File: src/rtl/sif_modport.sv
// SIF register bridge: host XA port reads/writes a bank of 16-bit registers,
// and each accepted write is forwarded one cycle later on the WA port.
// Optional macro SIF_RD_BYPASS_EN: a same-address write+read returns the write data.
module sif_modport #(
  parameter int          DEPTH   = 16,
  parameter logic [15:0] RST_VAL = 16'h0000
) (
  input  logic        clk,
  input  logic        rst_n,
  input  logic [15:0] xa_addr,
  input  logic [15:0] xa_data_wr,
  input  logic        xa_wr_s,
  input  logic        xa_rd_s,
  output logic [15:0] xa_data_rd,
  output logic [15:0] wa_addr,
  output logic [15:0] wa_data_wr,
  output logic        wa_wr_s
);

  localparam int AW = (DEPTH > 1) ? $clog2(DEPTH) : 1;

  logic [15:0]   regs [DEPTH];
  logic          in_range;
  logic [AW-1:0] idx;
  logic          wr_ok;
  logic [15:0]   rd_val;

  assign in_range = (xa_addr < 16'(DEPTH));
  assign idx      = xa_addr[AW-1:0];
  assign wr_ok    = xa_wr_s && in_range;

  always_comb begin
    rd_val = 16'h0000;
    if (in_range) begin
`ifdef SIF_RD_BYPASS_EN
      if (xa_wr_s) rd_val = xa_data_wr;
      else         rd_val = regs[idx];
`else
      // Old contents: the write to the same entry lands at this same edge.
      rd_val = regs[idx];
`endif
    end
  end

  // NOTE: the bank has a defined reset value, so it is built from resettable
  // flops; a RAM macro without reset could not honour the async clear.
  always_ff @(posedge clk or negedge rst_n) begin
    if (!rst_n) begin
      for (int i = 0; i < DEPTH; i++) regs[i] <= RST_VAL;
    end else if (wr_ok) begin
      // NOTE: non-blocking so a same-cycle read still sees the pre-write value.
      regs[idx] <= xa_data_wr;
    end
  end

  always_ff @(posedge clk or negedge rst_n) begin
    if (!rst_n) begin
      xa_data_rd <= 16'h0000;
    end else if (xa_rd_s) begin
      xa_data_rd <= rd_val;
    end
  end

  // Forwarded write: strobe pulses per write, addr/data hold between writes.
  always_ff @(posedge clk or negedge rst_n) begin
    if (!rst_n) begin
      wa_wr_s    <= 1'b0;
      wa_addr    <= 16'h0000;
      wa_data_wr <= 16'h0000;
    end else begin
      wa_wr_s <= wr_ok;
      if (wr_ok) begin
        wa_addr    <= xa_addr;
        wa_data_wr <= xa_data_wr;
      end
    end
  end

endmodule

File: config.mk
export PLATFORM = sky130hd
export DESIGN_NAME = sif_modport
export DESIGN_NICKNAME = d
export VERILOG_FILES = /design/src/rtl/sif_modport.sv
export SDC_FILE = /design/constraint.sdc
export NUM_CORES = 1
export LEC_CHECK = 0
export BUFFER_PORTS_ARGS = -buffer_cell sky130_fd_sc_hd__buf_2
export CAP_MARGIN = 0
export CORE_MARGIN = 4
export CORE_UTILIZATION = 45
export DETAILED_ROUTE_END_ITERATION = 8
export GPL_ROUTABILITY_DRIVEN = 0
export SETUP_SLACK_MARGIN = 0.15
export SLEW_MARGIN = 40
export SYNTH_ARGS = -nofsm -noshare
export SYNTH_HDL_FRONTEND = slang
export SYNTH_SLANG_ARGS = --single-unit
export TNS_END_PERCENT = 1
File: constraint.sdc
create_clock -name clk -period 1.45 [get_ports clk]
set_input_delay 0.0725 -clock clk [delete_from_list [all_inputs] [get_ports clk]]
set_output_delay 0.0725 -clock clk [all_outputs]
set_load 0.02 [all_outputs]
==> metrics.md <==
| Metric | Value |
|---|---|
| Status | complete, no violations |
| H-tree Lvls | 2 |
| CP Max Fanout | 2 |
| Die width | 183 um |
| Vias post-DR | 8276 |
| #FFs+latches synth | 305 |
| Cells after synthesis | 895 |
| WP data arrival | 1810 ps |
| Die Y | 183 um |
| CP Capture Type | register |
| Final hold vios | 0 |
| Critical path startpoint category | register |
| 1st-iter DRT viols | 400 |
| Static leakage | 8.50 nW |
| Power Density | 1080 nW/um2 |
| Worst-Skew Late Latency | 510 ps |
| CTS Buf Count | 36 |
| Synth area leaders | dfrtp_1 (56%), mux2_2 (20%), mux4_2 (5.2%) |
| CTS tree | done |
| Fin crit share | 98.7% |
| Post-synth top area cell | dfrtp_1 |
| Number of diodes | 0 |
| Number of synthesized flops with an enable pin | 0 |
| Initial antenna violation count | 0 |
| Slew Limit Fails | 0 |
| Highest Signal Layer | met4 |
| Filler cell count | 2366 |
| RSZ-0062 raised after global routing | yes |
| Core Region | 29900 um2 |
| Routed WL | 34700 um |
| Row cnt | 63 |
| Mapped Avg Cell Area | 15.4 um2 |
| Netlist Area Pre-Place | 13700 um2 |
| Endpoints failing setup | 0 |
| Clk Tree Root Cell | clkbuf_16 |
| Min Tclk post-route | 1430 ps |
| M1 WL | 16700 um |
| Proportion of layout cells with a drive suffix above 1 | 55.6% |
| GR Overflow Total | 0 |
| Drt via density | 5.60 |
| Die area | 33400 um2 |
| Distinct cells, synth | 37 |
| Wire length on met2 | 16200 um |
| First-pass iteration count of the detailed router | 4 |
| Synthesis-to-finish area growth | 25.4% |
| Clock Sinks | 305 |
| I/O Pins | 85 |
| Number of max-cap violations | 0 |
| Share of async-settable or async-resettable flops after synthesis | 100% |
| Hold Crit Class | input pin to register |
| Post-route ant nets | 0 |
| Register area share after synthesis | 55.5% |
| Max IR drop VDD | 0.000595 V |
| Worst slew pin tran | 893 ps |
| Vias in the first global route | 8748 |
| GRT Total Usage | 20.6% |
| First-pass GRT wire length | 53500 um |
| Crit path required time | 1830 ps |
| Worst-path clk slew | 60 ps |
| Synthesized Nets | 931 |
| Yosys warns | 0 |
| Wire per inst | 23.5 um |
| Largest net degree at the start of global routing | 59 |
| Drt drc | 0 |
| # port buffers | 84 |
| Main synth FF type | dfrtp_1 |
| Post-synth top area share | 55.5% |
| Post-detail-place hpwl | 23100 um |
| Fmax | 699 MHz |
| Max Root-Sink Buffers | 3 |
| Min Hold Slack | 49.5 ps |
| Slew HR | 40.3% |
| Layout Skew | 16.9 ps |
| Initial Util | 46.0% |
| Setup_tns | 0 ps |
| Met3 wire len | 1350 um |
| CP Class | register to register |
| Nets | 1099 |
[power by group]
part	leakage [nW]	internal [mW]	total (mW)	switching, mW
clock network	0.598	5.64	9.15	3.51
logic	3.64	0.386	1.03	0.642
registers	4.26	8.52	8.52	0.00248
total	8.50	14.5	18.7	4.15
[routing by layer]
metal | up-vias | global-route usage [%]
li1 | 3639 | -
met1 | 4439 | 30.7
met2 | 163 | 32.5
met3 | 35 | 2.86
met4 | 0 | 4.65
met5 | - | 0
[cells in the final DEF (no fill, tap or decap), drive strengths merged]
cell / n
mux2: 290
nor3b: 4
o221ai: 6
clkbuf: 53
o32ai: 9
a2bb2oi: 1
nor4: 6
inv: 13
nor2: 30
clkinv: 5
nor2b: 4
nand3: 3
dlygate4sd3: 3
and3b: 2
nand3b: 2
nor3: 4
and2: 12
or2: 2
buf: 191
or3: 1
mux2i: 50
o211ai: 10
nand2b: 9
o41ai: 7
a22oi: 24
dfrtp: 305
nand2: 3
mux4: 32
nand4: 5
bufinv: 3
[synth_stat cells, types with 4 or more instances]
master	instances
buf_2	19
buf_1	4
nand2b_1	9
nand4_1	4
buf_4	10
mux2i_1	50
o41ai_1	7
mux2_2	250
nor4_4	6
and2_1	12
nor2_1	23
o221ai_1	6
mux2_4	40
nor2b_1	4
mux4_2	32
nor2_2	7
o32ai_1	9
o211ai_1	10
dfrtp_1	305
inv_1	10
a22oi_1	24
clkbuf_1	26
[layout make-up]
class | instances | area [um2] | share of cell area, %
clock inverter | 11 | 141 | 0.820
tap | 390 | 488 | 2.83
multi-input combinational | 516 | 6150 | 35.7
inverter | 10 | 37.5 | 0.218
clock buffer | 53 | 1070 | 6.18
sequential | 305 | 7630 | 44.3
timing repair buffer | 194 | 1720 | 10.0
[state kept, by name, summed over array words and instances (netlist names)]
| signal | count |
|---|---|
| xa_data_rd | 16 |
| regs | 256 |
| wa_wr_s | 1 |
| wa_addr | 16 |
| wa_data_wr | 16 |
[logic make-up after synthesis]
family	after synthesis	synth area share [%]
DFF	305	55.5
and+or+nand+nor	87	4.59
buffers and inverters	74	2.82
muxes	372	33.7
AOI/OAI and AO/OA	57	3.32
[worst max-delay path, stage by stage (launching register included)]
cell and delay, ps:
dfrtp_1 400, mux4_2 460, o211ai_1 310, o32ai_1 130
[timing repair]
item	in CTS	in global routing
cloned	0	0
hold buffers	3	0
buffers inserted	1	0
endpoints found under the setup margin	42	253
resized for setup	0	139
pin swaps	2	34
endpoints found under the hold margin	283	0
[through the flow]
step | std cells | instance area [um2] | util [%] | setup WS (ps) | power, mW
after global placement | 1411 | 15400 | 51.7 | -422 | 9.67
after floorplan | 895 | 13700 | - | -378 | 9.04
after detailed placement | 1411 | 15400 | 51.7 | -432 | 9.68
after CTS | 1479 | 16700 | 55.8 | 32.1 | 18.9
after global routing | 1479 | 17200 | 57.7 | -9.44 | 19.3
final | 1479 | 17200 | 57.7 | 19.1 | 18.7
[path summary, 6_finish.rpt]
path                       slack [ps]        endpoint  cells after the start  startpoint
min reg2reg                       480      wa_addr[4]                      1  wa_addr[4]
max                                20  xa_data_rd[12]                      3    regs[60]
max reg2reg                        20  xa_data_rd[12]                      3    regs[60]
min in group asynchronous         130      wa_addr[4]                      2       rst_n
max in group asynchronous         660       regs[170]                      3       rst_n
min                                50   xa_data_rd[8]                      4     xa_rd_s
Note: power is estimated with default switching activity, not from simulation.
